**config.mk**
```make
export PLATFORM = sky130hd
export DESIGN_NAME = x_top_uart_bridge
export DESIGN_NICKNAME = d
export VERILOG_FILES = /design/src/rtl/x_top_pkg.sv /design/src/rtl/x_top_uart.sv /design/src/rtl/x_top_uart_bridge.sv
export SDC_FILE = /design/constraint.sdc
export NUM_CORES = 1
export LEC_CHECK = 0
export ABC_CLOCK_PERIOD_IN_PS = 2530
export BUFFER_PORTS_ARGS = -buffer_cell sky130_fd_sc_hd__buf_2
export CORE_MARGIN = 8
export CORE_UTILIZATION = 40
export DETAILED_ROUTE_END_ITERATION = 8
export GPL_ROUTABILITY_DRIVEN = 0
export GPL_TIMING_DRIVEN = 0
export PLACE_DENSITY = 0.7
export SYNTH_ARGS = -nofsm -noshare
export SYNTH_HDL_FRONTEND = slang
export SYNTH_SLANG_ARGS = --single-unit
```
**constraint.sdc**
```tcl
create_clock -name i_clk -period 2.53 [get_ports i_clk]
set_input_delay 0.1265 -clock i_clk [delete_from_list [all_inputs] [get_ports i_clk]]
set_output_delay 0.1265 -clock i_clk [all_outputs]
set_load 0.005 [all_outputs]
```
**src/rtl/x_top_pkg.sv**
```systemverilog
// Shared constants and state types for the UART-to-bus bridge.
// Both FSM state types are bundled into one debug struct exported at the top.
package x_top_pkg;

  localparam logic [7:0] CMD_WR = 8'h57;
  localparam logic [7:0] CMD_RD = 8'h52;
  localparam logic [7:0] ACK    = 8'h06;

  typedef enum logic [2:0] {
    ST_IDLE,
    ST_ADDR,
    ST_DATA,
    ST_BUS,
    ST_RESP
  } bridge_state_e;

  typedef enum logic [1:0] {
    RX_IDLE,
    RX_START,
    RX_DATA,
    RX_STOP
  } rx_state_e;

  typedef struct packed {
    bridge_state_e bridge;
    rx_state_e     rx;
  } dbg_state_t;

endpackage

```
**src/rtl/x_top_uart.sv**
```systemverilog
// 8N1 UART: 2-flop synchronised receiver with mid-bit sampling, and a transmitter
// whose ready rises in the last stop-bit cycle so queued bytes go out gap-free.
module x_top_uart
  import x_top_pkg::*;
#(
  parameter int DIV = 10
) (
  input  logic       i_clk,
  input  logic       i_nrst,
  input  logic       i_rx,
  output logic [7:0] o_rx_data,
  output logic       o_rx_valid,
  input  logic [7:0] i_tx_data,
  input  logic       i_tx_valid,
  output logic       o_tx_ready,
  output logic       o_tx,
  output rx_state_e  o_rx_state
);

  localparam int CW = $clog2(DIV + 1);
  localparam logic [CW-1:0] DIV_M1  = CW'(DIV - 1);
  localparam logic [CW-1:0] HALF_M1 = CW'(DIV / 2 - 1);

  logic [1:0]    rx_sync;
  logic          rx_s;
  logic          rx_prev;
  rx_state_e     rx_state;
  logic [CW-1:0] rx_cnt;
  logic [2:0]    rx_bit;
  logic [7:0]    rx_sh;

  assign rx_s       = rx_sync[1];
  assign o_rx_state = rx_state;

  always_ff @(posedge i_clk or negedge i_nrst) begin
    if (!i_nrst) begin
      rx_sync    <= 2'b11;
      rx_prev    <= 1'b1;
      rx_state   <= RX_IDLE;
      rx_cnt     <= '0;
      rx_bit     <= '0;
      rx_sh      <= '0;
      o_rx_valid <= 1'b0;
      o_rx_data  <= '0;
    end else begin
      rx_sync    <= {rx_sync[0], i_rx};
      rx_prev    <= rx_s;
      o_rx_valid <= 1'b0;
      case (rx_state)
        RX_IDLE: begin
          if (rx_prev && !rx_s) begin
            rx_state <= RX_START;
            rx_cnt   <= '0;
          end
        end
        RX_START: begin
          // A start bit that is high again at mid-bit was only a glitch.
          if (rx_cnt == HALF_M1) begin
            rx_cnt   <= '0;
            rx_bit   <= '0;
            rx_state <= rx_s ? RX_IDLE : RX_DATA;
          end else begin
            rx_cnt <= rx_cnt + 1'b1;
          end
        end
        RX_DATA: begin
          if (rx_cnt == DIV_M1) begin
            rx_cnt <= '0;
            rx_sh  <= {rx_s, rx_sh[7:1]};
            rx_bit <= rx_bit + 1'b1;
            if (rx_bit == 3'd7) rx_state <= RX_STOP;
          end else begin
            rx_cnt <= rx_cnt + 1'b1;
          end
        end
        RX_STOP: begin
          if (rx_cnt == DIV_M1) begin
            rx_cnt   <= '0;
            rx_state <= RX_IDLE;
            if (rx_s) begin
              o_rx_valid <= 1'b1;
              o_rx_data  <= rx_sh;
            end
          end else begin
            rx_cnt <= rx_cnt + 1'b1;
          end
        end
        default: rx_state <= RX_IDLE;
      endcase
    end
  end

  logic          tx_busy;
  logic [CW-1:0] tx_cnt;
  logic [3:0]    tx_bit;
  logic [8:0]    tx_sh;

  // Handshake: a byte is taken in any cycle with i_tx_valid & o_tx_ready; its
  // start bit appears on o_tx the following cycle.
  assign o_tx_ready = !tx_busy || (tx_cnt == DIV_M1 && tx_bit == 4'd9);

  always_ff @(posedge i_clk or negedge i_nrst) begin
    if (!i_nrst) begin
      tx_busy <= 1'b0;
      tx_cnt  <= '0;
      tx_bit  <= '0;
      tx_sh   <= '1;
      o_tx    <= 1'b1;
    end else if (i_tx_valid && o_tx_ready) begin
      tx_busy <= 1'b1;
      tx_cnt  <= '0;
      tx_bit  <= '0;
      tx_sh   <= {1'b1, i_tx_data};
      o_tx    <= 1'b0;
    end else if (tx_busy) begin
      if (tx_cnt == DIV_M1) begin
        tx_cnt <= '0;
        if (tx_bit == 4'd9) begin
          tx_busy <= 1'b0;
        end else begin
          tx_bit <= tx_bit + 1'b1;
          o_tx   <= tx_sh[0];
          tx_sh  <= {1'b1, tx_sh[8:1]};
        end
      end else begin
        tx_cnt <= tx_cnt + 1'b1;
      end
    end
  end

endmodule

```
**src/rtl/x_top_uart_bridge.sv**
```systemverilog
// Host-facing bridge: parses 'W'/'R' frames from the UART, masters one bus
// transfer per frame and answers with an ACK byte or four read-data bytes.
module x_top_uart_bridge
  import x_top_pkg::*;
#(
  parameter int p_clk_hz  = 1200000,
  parameter int p_baud    = 115200,
  parameter int p_timeout = 100000
) (
  input  logic        i_clk,
  input  logic        i_nrst,
  input  logic        i_rx,
  output logic        o_tx,
  output logic        o_valid,
  input  logic        i_accept,
  output logic        o_rnw,
  output logic [31:0] o_addr,
  output logic [31:0] o_data,
  input  logic [31:0] i_data,
  output dbg_state_t  o_dbg
);

  localparam int DIV = p_clk_hz / p_baud;
  localparam int TW  = $clog2(p_timeout + 1);
  localparam logic [TW-1:0] TO_M1 = TW'(p_timeout - 1);

  bridge_state_e state;
  rx_state_e     rx_state;
  logic [1:0]    byte_cnt;
  logic [TW-1:0] to_cnt;
  logic [23:0]   resp_sh;
  logic [1:0]    resp_left;
  logic [7:0]    rx_data;
  logic          rx_valid;
  logic          tx_ready;
  logic          tx_valid;
  logic [7:0]    tx_data;

  // The first reply byte is handed over in the handshake cycle itself; the
  // transmitter is always idle in BUS because RESP drains it before IDLE.
  assign tx_valid = (state == ST_BUS && i_accept) || (state == ST_RESP && resp_left != 2'd0);
  assign tx_data  = (state == ST_BUS) ? (o_rnw ? i_data[7:0] : ACK) : resp_sh[7:0];
  assign o_dbg    = '{bridge: state, rx: rx_state};

  x_top_uart #(.DIV(DIV)) u_uart (
    .i_clk      (i_clk),
    .i_nrst     (i_nrst),
    .i_rx       (i_rx),
    .o_rx_data  (rx_data),
    .o_rx_valid (rx_valid),
    .i_tx_data  (tx_data),
    .i_tx_valid (tx_valid),
    .o_tx_ready (tx_ready),
    .o_tx       (o_tx),
    .o_rx_state (rx_state)
  );

  always_ff @(posedge i_clk or negedge i_nrst) begin
    if (!i_nrst) begin
      state     <= ST_IDLE;
      o_valid   <= 1'b0;
      o_rnw     <= 1'b1;
      o_addr    <= '0;
      o_data    <= '0;
      byte_cnt  <= '0;
      to_cnt    <= '0;
      resp_sh   <= '0;
      resp_left <= '0;
    end else begin
      case (state)
        ST_IDLE: begin
          byte_cnt <= '0;
          to_cnt   <= '0;
          if (rx_valid && (rx_data == CMD_WR || rx_data == CMD_RD)) begin
            o_rnw <= (rx_data == CMD_RD);
            state <= ST_ADDR;
          end
        end
        ST_ADDR: begin
          // A byte arriving on the timeout cycle takes priority.
          if (rx_valid) begin
            to_cnt   <= '0;
            o_addr   <= {rx_data, o_addr[31:8]};
            byte_cnt <= byte_cnt + 2'd1;
            if (byte_cnt == 2'd3) begin
              if (o_rnw) begin
                state   <= ST_BUS;
                o_valid <= 1'b1;
              end else begin
                state <= ST_DATA;
              end
            end
          end else if (to_cnt == TO_M1) begin
            state <= ST_IDLE;
          end else begin
            to_cnt <= to_cnt + 1'b1;
          end
        end
        ST_DATA: begin
          if (rx_valid) begin
            to_cnt   <= '0;
            o_data   <= {rx_data, o_data[31:8]};
            byte_cnt <= byte_cnt + 2'd1;
            if (byte_cnt == 2'd3) begin
              state   <= ST_BUS;
              o_valid <= 1'b1;
            end
          end else if (to_cnt == TO_M1) begin
            state <= ST_IDLE;
          end else begin
            to_cnt <= to_cnt + 1'b1;
          end
        end
        ST_BUS: begin
          if (i_accept) begin
            o_valid   <= 1'b0;
            state     <= ST_RESP;
            resp_sh   <= i_data[31:8];
            resp_left <= o_rnw ? 2'd3 : 2'd0;
          end
        end
        ST_RESP: begin
          if (tx_ready) begin
            if (resp_left != 2'd0) begin
              resp_sh   <= {8'h00, resp_sh[23:8]};
              resp_left <= resp_left - 2'd1;
            end else begin
              state <= ST_IDLE;
            end
          end
        end
        default: state <= ST_IDLE;
      endcase
    end
  end

endmodule

```
* Yosys cells after proc, flatten, opt, wreduce, memory -nomap -nowiden
Index checks and enable logic that the tools add are counted.
** Operators by class
- Add/subtract/negate cells :: 7
- Equal/unequal tests :: 36
- Mux-type cells :: 70
- Reductions and logical operators :: 35
** Operator list (number)
- 24-bit two-way mux :: 3
- 24-bit case mux with 2 select lines :: 1
- 4-bit two-way mux :: 10
- 9-bit two-way mux :: 4
- 17-bit two-way mux :: 2
- 17-bit case mux with 2 select lines :: 1
- 3-bit two-way mux :: 11
- 2-bit two-way mux :: 11
- 2-bit by 1-bit inequality test with 1-bit output, second input constant :: 10
- 1-bit two-way mux :: 18
- 17-bit by 1-bit adder with 17-bit output, second input constant :: 1
- 17-bit == test, second input constant :: 1
- 8-bit by 7-bit == test with 1-bit output, second input constant :: 2
- 8-bit two-way mux :: 2
- 3-bit case mux with 5 select lines :: 1
- 2-bit inequality test, second input constant :: 7
- 4-bit by 1-bit adder with 4-bit output, second input constant :: 3
- 4-bit == test, second input constant :: 3
- 4-bit case mux with 3 select lines :: 1
- 2-bit AND reduction :: 6
- 2-bit nonzero test :: 6
- 3-bit AND reduction :: 3
- 2-bit case mux with 2 select lines :: 2
- 2-bit case mux with 4 select lines :: 1
- other kinds (24) :: 38
** Storage, ports and cells
- Flip-flop bits (word level) :: 162
- Output and inout bits :: 72
- Logic and storage cells :: 170

* Logic depth before layout (Yosys ltp)
Gate-level depths: netlist of the first run.
- Depth in word-level cells :: 6
- Depth in mapped cells :: 8

* Modules after synthesis
A second synthesis of the first run with hierarchy kept.
** Second synthesis, totals
- Cells, all modules :: 646
- Area, all modules :: 7468.4 um^2
** Modules (own cells, without submodules)
- x_top_uart_bridge :: times used 1, cells each 458, area each 5158.7 um^2, seq. area each 2854.0 um^2
- x_top_uart :: times used 1, cells each 188, area each 2309.7 um^2, seq. area each 1191.1 um^2

* Worst setup path after synthesis of the first run
Ideal clock, no wire load.
- Path type :: register to register
- Start :: reg state[0]
- End :: reg u_uart.tx_bit[3]
- Library setup time :: 0.078 ns
- Arrival time :: 1.844 ns
- Required time :: 2.452 ns
- Slack :: 0.609 ns
- Stages on the path, launching flop included :: 8
- Path buffers :: 2
- Clock period less this slack :: 1.921 ns
- Path through :: dfrtp_1 > buf_6 > or3b_1 > buf_6 > o21ai_4 > o21ai_2 > or3_1 > a21boi_1
** Between the ends
- Word-level cells in the longest chain between the ends :: 6
** Ends and longest elaborated chain
- start, declared :: RTL line x_top_uart_bridge.sv:27 : bridge_state_e state;
- start signal, assigned :: RTL line x_top_uart_bridge.sv:60 : state <= ST_IDLE;
- start signal, assigned :: RTL line x_top_uart_bridge.sv:76 : state <= ST_ADDR;
- start signal, assigned :: RTL line x_top_uart_bridge.sv:87 : state <= ST_BUS;
- 3-bit by 2-bit == test with 1-bit output or 3-bit == test (tied branches) :: RTL line x_top_uart_bridge.sv:41 : assign tx_valid = (state == ST_BUS && i_accept) || (state == ST_RESP && resp_left != 2'd0);
- 1-bit logical AND :: RTL line x_top_uart_bridge.sv:41
- 1-bit logical OR (*) :: RTL line x_top_uart_bridge.sv:41
- 1-bit logical AND (*) :: RTL line x_top_uart.sv:109 : end else if (i_tx_valid && o_tx_ready) begin
- 2-bit inequality test (no source line) or 2-bit nonzero test (tied branches)
- 3-bit AND reduction (no source line)
- end signal, assigned :: RTL line x_top_uart.sv:121 : tx_bit <= tx_bit + 1'b1;
- end, declared :: RTL line x_top_uart.sv:95 : logic [3:0] tx_bit;
Every way passes the cells marked *; elsewhere a longest branch is shown, timed or not.
A chain may end at the register's enable or synchronous reset.

* Worst setup path in the final report of the first run
- Start :: reg state[1]
- End :: reg o_data[10]
** Between the ends
- Word-level cells in the longest chain between the ends :: 2
** Ends and longest elaborated chain
- 3-bit by 2-bit == test with 1-bit output :: RTL line x_top_uart_bridge.sv:70 : case (state)
- 2-bit AND reduction (no source line)
- end signal, assigned :: RTL line x_top_uart_bridge.sv:102 : o_data <= {rx_data, o_data[31:8]};
- end, declared :: RTL line x_top_uart_bridge.sv:18 : output logic [31:0] o_data,
No other way between the ends.

==> reports/metrics.cfg, run 1 <==
[run_status]
status=complete, no violations

[critical_path]
crit_path_end_kind=flop
required_ps=2830
cp.depth=5
path_buf_inv=2
start_kind=flop
path_cells=buf_2, nand2_1, nor3_1, clkbuf_1, mux2_2
reg2reg_depth=5
cp_max_fo=10
path_class=flop to flop
critical_path_arrival_ps=2680
crit_family=buffers and inverters
worst_path_max_delay_cell=nor3_1
max_stage_delay_ps=640

[sta]
fin_crit_sh_pct=93.8
hold_viol_final=0
finClkSkew_ps=12.5
slew_violations=0
setup_viol=0
slew_headroom_pct=44.3
rsz0062_at_grt=no
min_period_ps=2370
tightest_slew_ps=830
timing.fmax_mhz=421
whs_ps=18.7
tns_ps=0

[job]
cap_violations=0

[finish]
layout_commonest_cell=dfrtp_1
final_cell_mix=148 x dfrtp_1, 107 x buf_2, 81 x mux2_2
fillCellCount=1605
drive_above_1_share_pct=30.7
final_cells=1018
layout.nets=828
area_growth_pct=22.0
diodes=0

[yosys]
synth_edf_count=0
synthesis.nets=685
syn_area_per_cell_um2=11.4
syn_area_um2=7220
yosysUniqueCellTypes=54
synthMuxAreaShare_pct=15.7
syn_inst=633
synth_compound_area_share_pct=9.23
synth_top_family_by_area=multiplexers
ys_warn_count=0
yosys.area_share.xor_xnor_pct=1.70
synth-adder-area-share_pct=2.91
ys_ff_latch=161
synthArstFlopShare_pct=100
ys_seq_area_share_pct=56.0
ys_dominant_reg_cell=dfrtp_1
synth-simple-area-share_pct=11.9

[clock_network]
numCtsBuffers=17
clk_latency_ps=420
htree_levels=4
cts_setup_buffers=0
clock-sinks=161
cts_buffer_depth=2
cts.reportedPaths.clkPinSlew_ps=60
root_buffer=clkbuf_16
cts_tree=built

[floorplanning]
core_area_um2=17800
die_height_um=150
num_rows=49
dieArea_um2=22600
start_util_pct=40.5
io_pins=108
die_w_um=150

[global_routing]
grt_max_degree=124
antenna_found_initial=0
grt_util_all_layers_pct=14.7
first_global_vias=5241
grt_pass1_wl_mm=26.8
grt.overflow.total=0

[route]
vias=5163
wire_per_inst_um=15.7
drc_errors=0
drt_iter0_markers=324
wl_mm=16.0
antenna_left=0
drt_first_pass_iters=4
via_per_inst=5.07

[power_and_ir_drop]
finalPower_uw=5610
p_per_area_nw_per_um2=637
max-vdd-ir-drop_v=0.000504
p_leak_uw=0.00456

[min_path]
min_path_type=input pin to flop
hold_depth=3

[placement]
place_inst=970
hpwlAfterDp_mm=11.0
portBuffers=107

[synthesized netlist by cell type, drive strengths merged (2+ instances only)]
cell type	number	area [um2]
a21o	4	30.0
nor2	36	135
mux2	81	912
buf	4	31.3
and3	5	31.3
and2	2	12.5
a221o	2	20.0
nand2	79	299
inv	17	63.8
nand3	11	55.1
mux2i	22	220
nand2b	5	31.3
nor4	2	12.5
a31oi	2	12.5
o21a	2	15.0
o211ai	4	30.0
clkbuf	24	90.1
a21oi	17	88.8
a22o	4	35.0
nor2b	4	25.0
ha	16	200
dfstp	13	342
nand3b	5	37.5
and4	2	17.5
nor3b	3	22.5
xor2	13	114
dfrtp	148	3700
or3	4	25.0
nor4b	3	26.3
a21boi	3	22.5
a211oi	2	15.0
nor3	9	45.0
o21ai	64	335
nand4	8	50.1
[routing by layer]
layer	track usage, %	vias up	routed length (um)
li1	-	2523	-
met1	19.0	2541	7320
met2	23.5	88	7800
met3	4.21	11	716
met4	4.85	0	155
met5	0	-	0
[cells by family (layout without fill, tap and decap cells)]
| group | Yosys count | in the layout |
|---|---|---|
| and+or+nand+nor | 182 | 182 |
| DFF | 161 | 161 |
| AOI/OAI and AO/OA | 111 | 111 |
| muxes | 103 | 103 |
| buffers and inverters | 45 | 201 |
| adders and majority gates | 17 | 17 |
| xor gates and xnor gates | 14 | 14 |
[area by class of cell]
| cell class | count | area (um2) | share of cell area (%) |
|---|---|---|---|
| Tap cell | 229 | 287 | 3.25 |
| Inverter | 17 | 63.8 | 0.724 |
| Sequential cell | 161 | 4050 | 45.9 |
| Clock inverter | 11 | 103 | 1.16 |
| Timing Repair Buffer | 124 | 733 | 8.32 |
| Clock buffer | 21 | 460 | 5.23 |
| Multi-Input combinational cell | 427 | 2990 | 34.0 |
| Buffer | 28 | 125 | 1.42 |
[registers in the layout, indices dropped and copies added, names as in the netlist, 2 cells and up, named ones only]
name,flops
resp_sh,24
byte_cnt,2
resp_left,2
u_uart.tx_sh,8
u_uart.tx_bit,4
u_uart.rx_cnt,4
u_uart.tx_cnt,4
o_addr,32
o_data,32
to_cnt,17
u_uart.o_rx_data,8
u_uart.rx_sh,8
u_uart.rx_bit,3
state,3
u_uart.rx_sync,2
[metrics by stage]
stage	area (um2)	util [%]	worst slack (ps)
final	8810	49.4	156
after CTS	8810	49.4	93.6
after global placement	8050	45.1	-1150
after global routing	8810	49.4	30.9
after floorplan	7220	-	609
after detailed placement	8080	45.3	105
[power by group]
part           leakage, uW  internal (uW)  total (uW)  switching (uW)
combinational      0.00211            186         469             283
sequential         0.00217           2630        2680            55.0
clock             0.000281           1420        2460            1040
total              0.00456           4230        5610            1380
[final timing paths]
| path | end | slack (ps) | start |
|---|---|---|---|
| max in group asynchronous | resp_sh[10] | 1460 | i_nrst |
| min | resp_sh[11] | 20 | i_data[19] |
| max | o_data[10] | 160 | state[1] |
| min in group asynchronous | o_data[6] | 160 | i_nrst |
| max reg2reg | o_data[10] | 160 | state[1] |
| min reg2reg | u_uart.rx_sync[1] | 360 | u_uart.rx_sync[0] |
[worst register-to-register path: stages (launching register included)]
cell	delay (ps)
dfrtp_1	370
buf_2	200
nand2_1	80
nor3_1	640
clkbuf_1	560
mux2_2	410
[repair_timing]
item	4_1_cts	5_1_grt
endpoints found under the setup margin	0	27
endpoints found under the hold margin	53	0
resized for setup	0	6
hold buffers	16	0
Note: power is estimated with default switching activity, not from simulation.
==> inputs of run 2 (changes only) <==
CORE_UTILIZATION = 52   (was 40)
PLACE_DENSITY = 0.85   (was 0.7)
RECOVER_POWER = 100   (was not set)
==> run 2 against run 1 <==
Against the previous run: the flow now finishes with violations (capacitance limit, slew limit); flip-flop and latch count stayed put; clock power grew 5%; hold slack got worse by 4.9 ps; count of clock-buffer cells in the layout decreased by 3; cell area is 1.4% lower; via count up 1.8%; sequential share of layout area is 0.66 points higher; sequential power hardly changed; global-route usage grew 3.7 points; critical path type unchanged; critical endpoint is now u_uart.tx_sh[4]; highest routed layer unchanged.
==> reports/metrics.cfg, run 2 (synthesis gave the netlist of run 1 again) <==
[run_status]
status=finished with violations
violations=capacitance limit, slew limit

[floorplanning]
start_util_pct=52.6  ; +12 points
dieArea_um2=17900  ; -21%
num_rows=43  ; -12%
die_height_um=134  ; -11%
io_pins=108  ; unchanged
core_area_um2=13700  ; -23%
die_w_um=134  ; -11%

[critical_path]
crit_path_end_kind=flop
critical_path_arrival_ps=2700  ; +20 ps
start_kind=flop
path_class=flop to flop
required_ps=2880  ; +50 ps
cp_max_fo=10  ; unchanged

[clock_network]
cts_buffer_depth=2  ; unchanged
htree_levels=4  ; unchanged
cts_tree=built
numCtsBuffers=17  ; unchanged
clock-sinks=161  ; unchanged
clk_latency_ps=430  ; about the same
root_buffer=clkbuf_16
ctsResizeCount=0  ; unchanged
cts.reportedPaths.clkPinSlew_ps=70  ; about the same

[sta]
setup_viol=0  ; unchanged
tightest_slew_ps=1790  ; +958 ps
hold_viol_final=0  ; unchanged
timing.fmax_mhz=425  ; +1.0%
rsz0062_at_grt=no
slew_headroom_pct=-19.2  ; -63 points
slew_violations=73  ; +73
whs_ps=13.7  ; -4.94 ps
layout_setup_ws_ps=180  ; +23.5 ps
fin_crit_sh_pct=92.9  ; -0.93 points
finClkSkew_ps=8.72  ; -3.79 ps
min_period_ps=2350  ; -23.5 ps

[global_routing]
grt_pass1_wl_mm=26.5  ; -1.3%
first_global_vias=5369  ; +2.4%
grt_util_all_layers_pct=18.4  ; +3.7 points
grt.overflow.total=0  ; unchanged
antenna_found_initial=1  ; +1
grt_max_degree=90  ; -27%

[route]
drc_errors=0  ; unchanged
vias=5255  ; +1.8%
via_per_inst=5.43  ; +7.0%
antenna_left=0  ; unchanged
drt_iter0_markers=331  ; +2.2%
wl_mm=16.1  ; +0.40%
drt_first_pass_iters=4  ; unchanged
wire_per_inst_um=16.6  ; +5.6%

[placement]
portBuffers=107  ; unchanged
place_worst_setup_slack_ps=218  ; +114 ps
post_dp_cell_area_um2=8020  ; -0.80%
hpwlAfterDp_mm=11.1  ; +0.23%
place_inst=921  ; -5.1%

[power_and_ir_drop]
p_leak_uw=0.00432  ; -5.2%
max-vdd-ir-drop_v=0.000606  ; +20%
p_per_area_nw_per_um2=659  ; +3.5%

[job]
cap_violations=1  ; +1

[finish]
final_cell_mix=148 x dfrtp_1, 81 x mux2_2, 79 x nand2_1
final_cells=968  ; -4.9%
drive_above_1_share_pct=23.5  ; -7.2 points
layout.nets=826  ; -0.24%
largestRegisters=o_addr: 32 flops, o_data: 32 flops, resp_sh: 24 flops
area_growth_pct=20.2
layout_commonest_cell=dfrtp_1
fin_area_um2=8680  ; -1.4%

[min_path]
min_path_type=input pin to flop

run 2: cell count changes in the layout (fill, tap and decap cells not counted), moves of 2 or more:
| cell | change |
|---|---|
| buf_2 | -50 |
| dlygate4sd3_1 | -2 |
| clkinvlp_4 | +2 |
| clkinv_8 | +2 |
| inv_8 | +3 |
| clkbuf_1 | +51 |
| clkbuf_2 | -2 |
| dfstp_2 | -3 |
| dfstp_1 | +3 |
| clkinv_2 | -5 |
run 2: metrics by stage:
step | util (%) | power [uW] | setup TNS, ps
after detailed placement | 58.4 | 3170 | 0
after global placement | 58.2 | 3150 | -150310
after CTS | 63.9 | 5770 | 0
after global routing | 63.3 | 5950 | 0
after floorplan | - | 2990 | 0
final | 63.3 | 5720 | 0
run 2: power by group:
group	internal [uW]	total (uW)	switching, uW
combinational	176	454	278
clock	1440	2590	1150
sequential	2620	2680	56.0
run 2: layout make-up:
class | count | area, um2
repair buffers | 122 | 641
plain buffers | 28 | 114
inverters | 17 | 63.8
fillers | 1046 | 5030
flip-flops and latches | 161 | 4050
clock inverters | 14 | 168
well taps | 180 | 225
diodes | 1 | 2.50
clock buffers | 18 | 439
multi-input cells | 427 | 2990
run 2: worst max-delay path: stages (launching register included):
cell and delay, ps:
dfrtp_1 430, buf_6 160, or3b_1 380, clkbuf_1 280
o21ai_4 290, nand2_1 340, mux2i_1 210, o21ai_0 190
run 2: metal layers:
metal / routed length (um) / track usage [%] / up-vias
met1: 6840 / 22.2 / 2560
li1: - / - / 2514
met2: 7670 / 29.3 / 143
met3: 1040 / 5.53 / 38
met4: 509 / 9.61 / 0
met5: 0 / 0 / -
run 2: path summary, 6_finish.rpt:
check                                        from                 to  slack, ps  cells after the start
worst min-delay path                    i_data[8]         resp_sh[0]         10                      3
worst min register to register  u_uart.rx_sync[0]  u_uart.rx_sync[1]        360                      0
worst max-delay path                     state[0]    u_uart.tx_sh[4]        180                      7
min in group asynchronous                  i_nrst   u_uart.tx_bit[1]        730                      2
max in group asynchronous                  i_nrst  u_uart.rx_sync[0]        620                      3
worst max register to register           state[0]    u_uart.tx_sh[4]        180                      7
run 2: what timing repair did:
action | 4_1_cts | 5_1_grt
setup endpoints to repair | 0 | 0
endpoints found under the hold margin | 78 | 0
hold buffers | 14 | 0
buffers inserted | 0 | 0
==> inputs of run 3 (changes only) <==
CORE_ASPECT_RATIO = 0.7   (was not set)
==> run 3 against run 2 <==
Against the previous run: the run ends with hold timing left; clock power hardly changed; critical path depth is 2 lower; flip-flop and latch count stayed put; final cell count is 0.83% higher; clock skew is 3.5 ps higher; combinational power is 2% higher; critical path type unchanged; critical endpoint is now o_data[11]; highest routed layer unchanged.
==> reports/metrics.cfg, run 3 (synthesis gave the netlist of run 1 again) <==
[sta]
fin_crit_sh_pct=93.3  ; +0.42 points
whs_ps=-2.41  ; -16.2 ps
timing.fmax_mhz=424  ; -0.45%
min_period_ps=2360  ; +10.6 ps
tns_ps=0  ; unchanged
tightest_slew_ps=1470  ; -318 ps
rsz0062_at_grt=no
hold_viol_final=1  ; +1
slew_headroom_pct=2.04  ; +21 points
finClkSkew_ps=12.2  ; +3.50 ps
layout_setup_ws_ps=169  ; -10.6 ps
setup_viol=0  ; unchanged
slew_violations=0  ; -100%

[critical_path]
cp_max_fo=10  ; unchanged
setup.worst_path.start=state[1]
crit_path_end_kind=flop
reg2reg_to=o_data[11]
r2r_slack_ps=170  ; about the same
critical_path_arrival_ps=2680  ; -20 ps
reg2reg_depth=5  ; -2
path_class=flop to flop
start_kind=flop
r2r_start=state[1]
required_ps=2850  ; -30 ps

[clock_network]
cts_setup_buffers=0  ; unchanged
cts_buffer_depth=2  ; unchanged
htree_levels=4  ; unchanged
clock-sinks=161  ; unchanged
cts.reportedPaths.clkPinSlew_ps=70  ; about the same
root_buffer=clkbuf_16
cts_tree=built
clk_latency_ps=430  ; about the same
numCtsBuffers=17  ; unchanged

[power_and_ir_drop]
max-vdd-ir-drop_v=0.000442  ; -27%
p_leak_uw=0.00428  ; -0.91%
p_per_area_nw_per_um2=657  ; -0.28%

[finish]
fillCellCount=1061  ; +1.4%
layout_commonest_cell=dfrtp_1
drive_above_1_share_pct=22.5  ; -0.99 points
final_cells=976  ; +0.83%
layout.nets=825  ; -0.12%
diodes=0  ; -1
final_cell_mix=148 x dfrtp_1, 83 x clkbuf_1, 79 x nand2_1, 79 x mux2_2, 62 x o21ai_0
area_growth_pct=20.1  ; about the same
largestRegisters=o_addr: 32 flops, o_data: 32 flops, resp_sh: 24 flops

[route]
antenna_left=0  ; unchanged
vias=5331  ; +1.4%
wl_mm=16.2  ; +1.0%
via_per_inst=5.46  ; +0.61%
wire_per_inst_um=16.6  ; +0.20%
drc_errors=0  ; unchanged
drt_iter0_markers=323  ; -2.4%
drt_first_pass_iters=4  ; unchanged

[global_routing]
grt_max_degree=105  ; +17%
grt.overflow.total=0  ; unchanged
grt_pass1_wl_mm=26.8  ; +1.2%
grt_util_all_layers_pct=18.7  ; +0.26 points
antenna_found_initial=0  ; -1
first_global_vias=5401  ; +0.60%

[floorplanning]
num_rows=36  ; -16%
core_area_um2=13700  ; +0.14%
io_pins=108  ; unchanged
dieArea_um2=18000  ; +0.34%
die_w_um=157  ; +17%
die_height_um=115  ; -14%
start_util_pct=52.6  ; -0.072 points

[min_path]
holdPathEnd=resp_sh[5]
hp-start=i_data[13]
min_path_type=input pin to flop
hold_depth=3  ; unchanged

[placement]
place_inst=931  ; +1.1%
portBuffers=107  ; unchanged
hpwlAfterDp_mm=11.0  ; -0.49%
place_worst_setup_slack_ps=144  ; -73.9 ps

[run_status]
status=finished with violations
violations=hold timing

[job]
cap_violations=0  ; -1

-- run 3: worst max path at each step --
stage | to | slack (ps) | cells after the start
6_report | o_data[11] | 170 | 5
5_1_grt | o_data[4] | 30 | 5
4_1_cts | resp_sh[22] | 110 | 6
3_5_place_dp | o_data[11] | 140 | 5
3_3_place_gp | o_data[2] | -1040 | 1
2_1_floorplan | u_uart.tx_bit[3] | 610 | 7
-- run 3: area by class of cell --
type                            instances  area (um2)  area share [%]
Buffer                                 28         114            1.31
Clock buffer                           17         425            4.90
Clock inverter                         15         175            2.02
Inverter                               17        63.8           0.735
Multi-Input combinational cell        427        3000            34.5
Sequential cell                       161        4050            46.6
Tap cell                              190         238            2.74
Timing Repair Buffer                  121         619            7.14
-- run 3: stage by stage --
step	utilization (%)	cell area (um2)	power [uW]
global placement	58.2	8000	3150
detailed placement	58.5	8030	3180
finish	63.2	8680	5700
global route	63.2	8680	5930
CTS	63.7	8750	5740
floorplan	-	7220	2990
-- run 3: critical path, stage by stage (launching register included) --
cell and delay (ps):
dfrtp_1 330, buf_2 180, nand2_1 90, nor3_1 730, clkbuf_1 510, mux2_2 400
-- run 3: what timing repair did --
item                                    CTS  global route
endpoints found under the hold margin    59             1
gates resized for setup                   0             2
hold buffers                             12             1
endpoints found under the setup margin    0             7
-- run 3: power by group --
part           switching, uW  internal, uW
clock network           1220          1340
logic                    285           179
registers               55.8          2620
-- run 3: layer usage --
layer | track usage, % | routed length (um) | vias to the layer above
met3 | 5.24 | 920 | 28
met4 | 6.06 | 236 | 0
met1 | 24.5 | 7400 | 2649
li1 | - | - | 2513
met5 | 0 | 0 | -
met2 | 29.4 | 7670 | 141
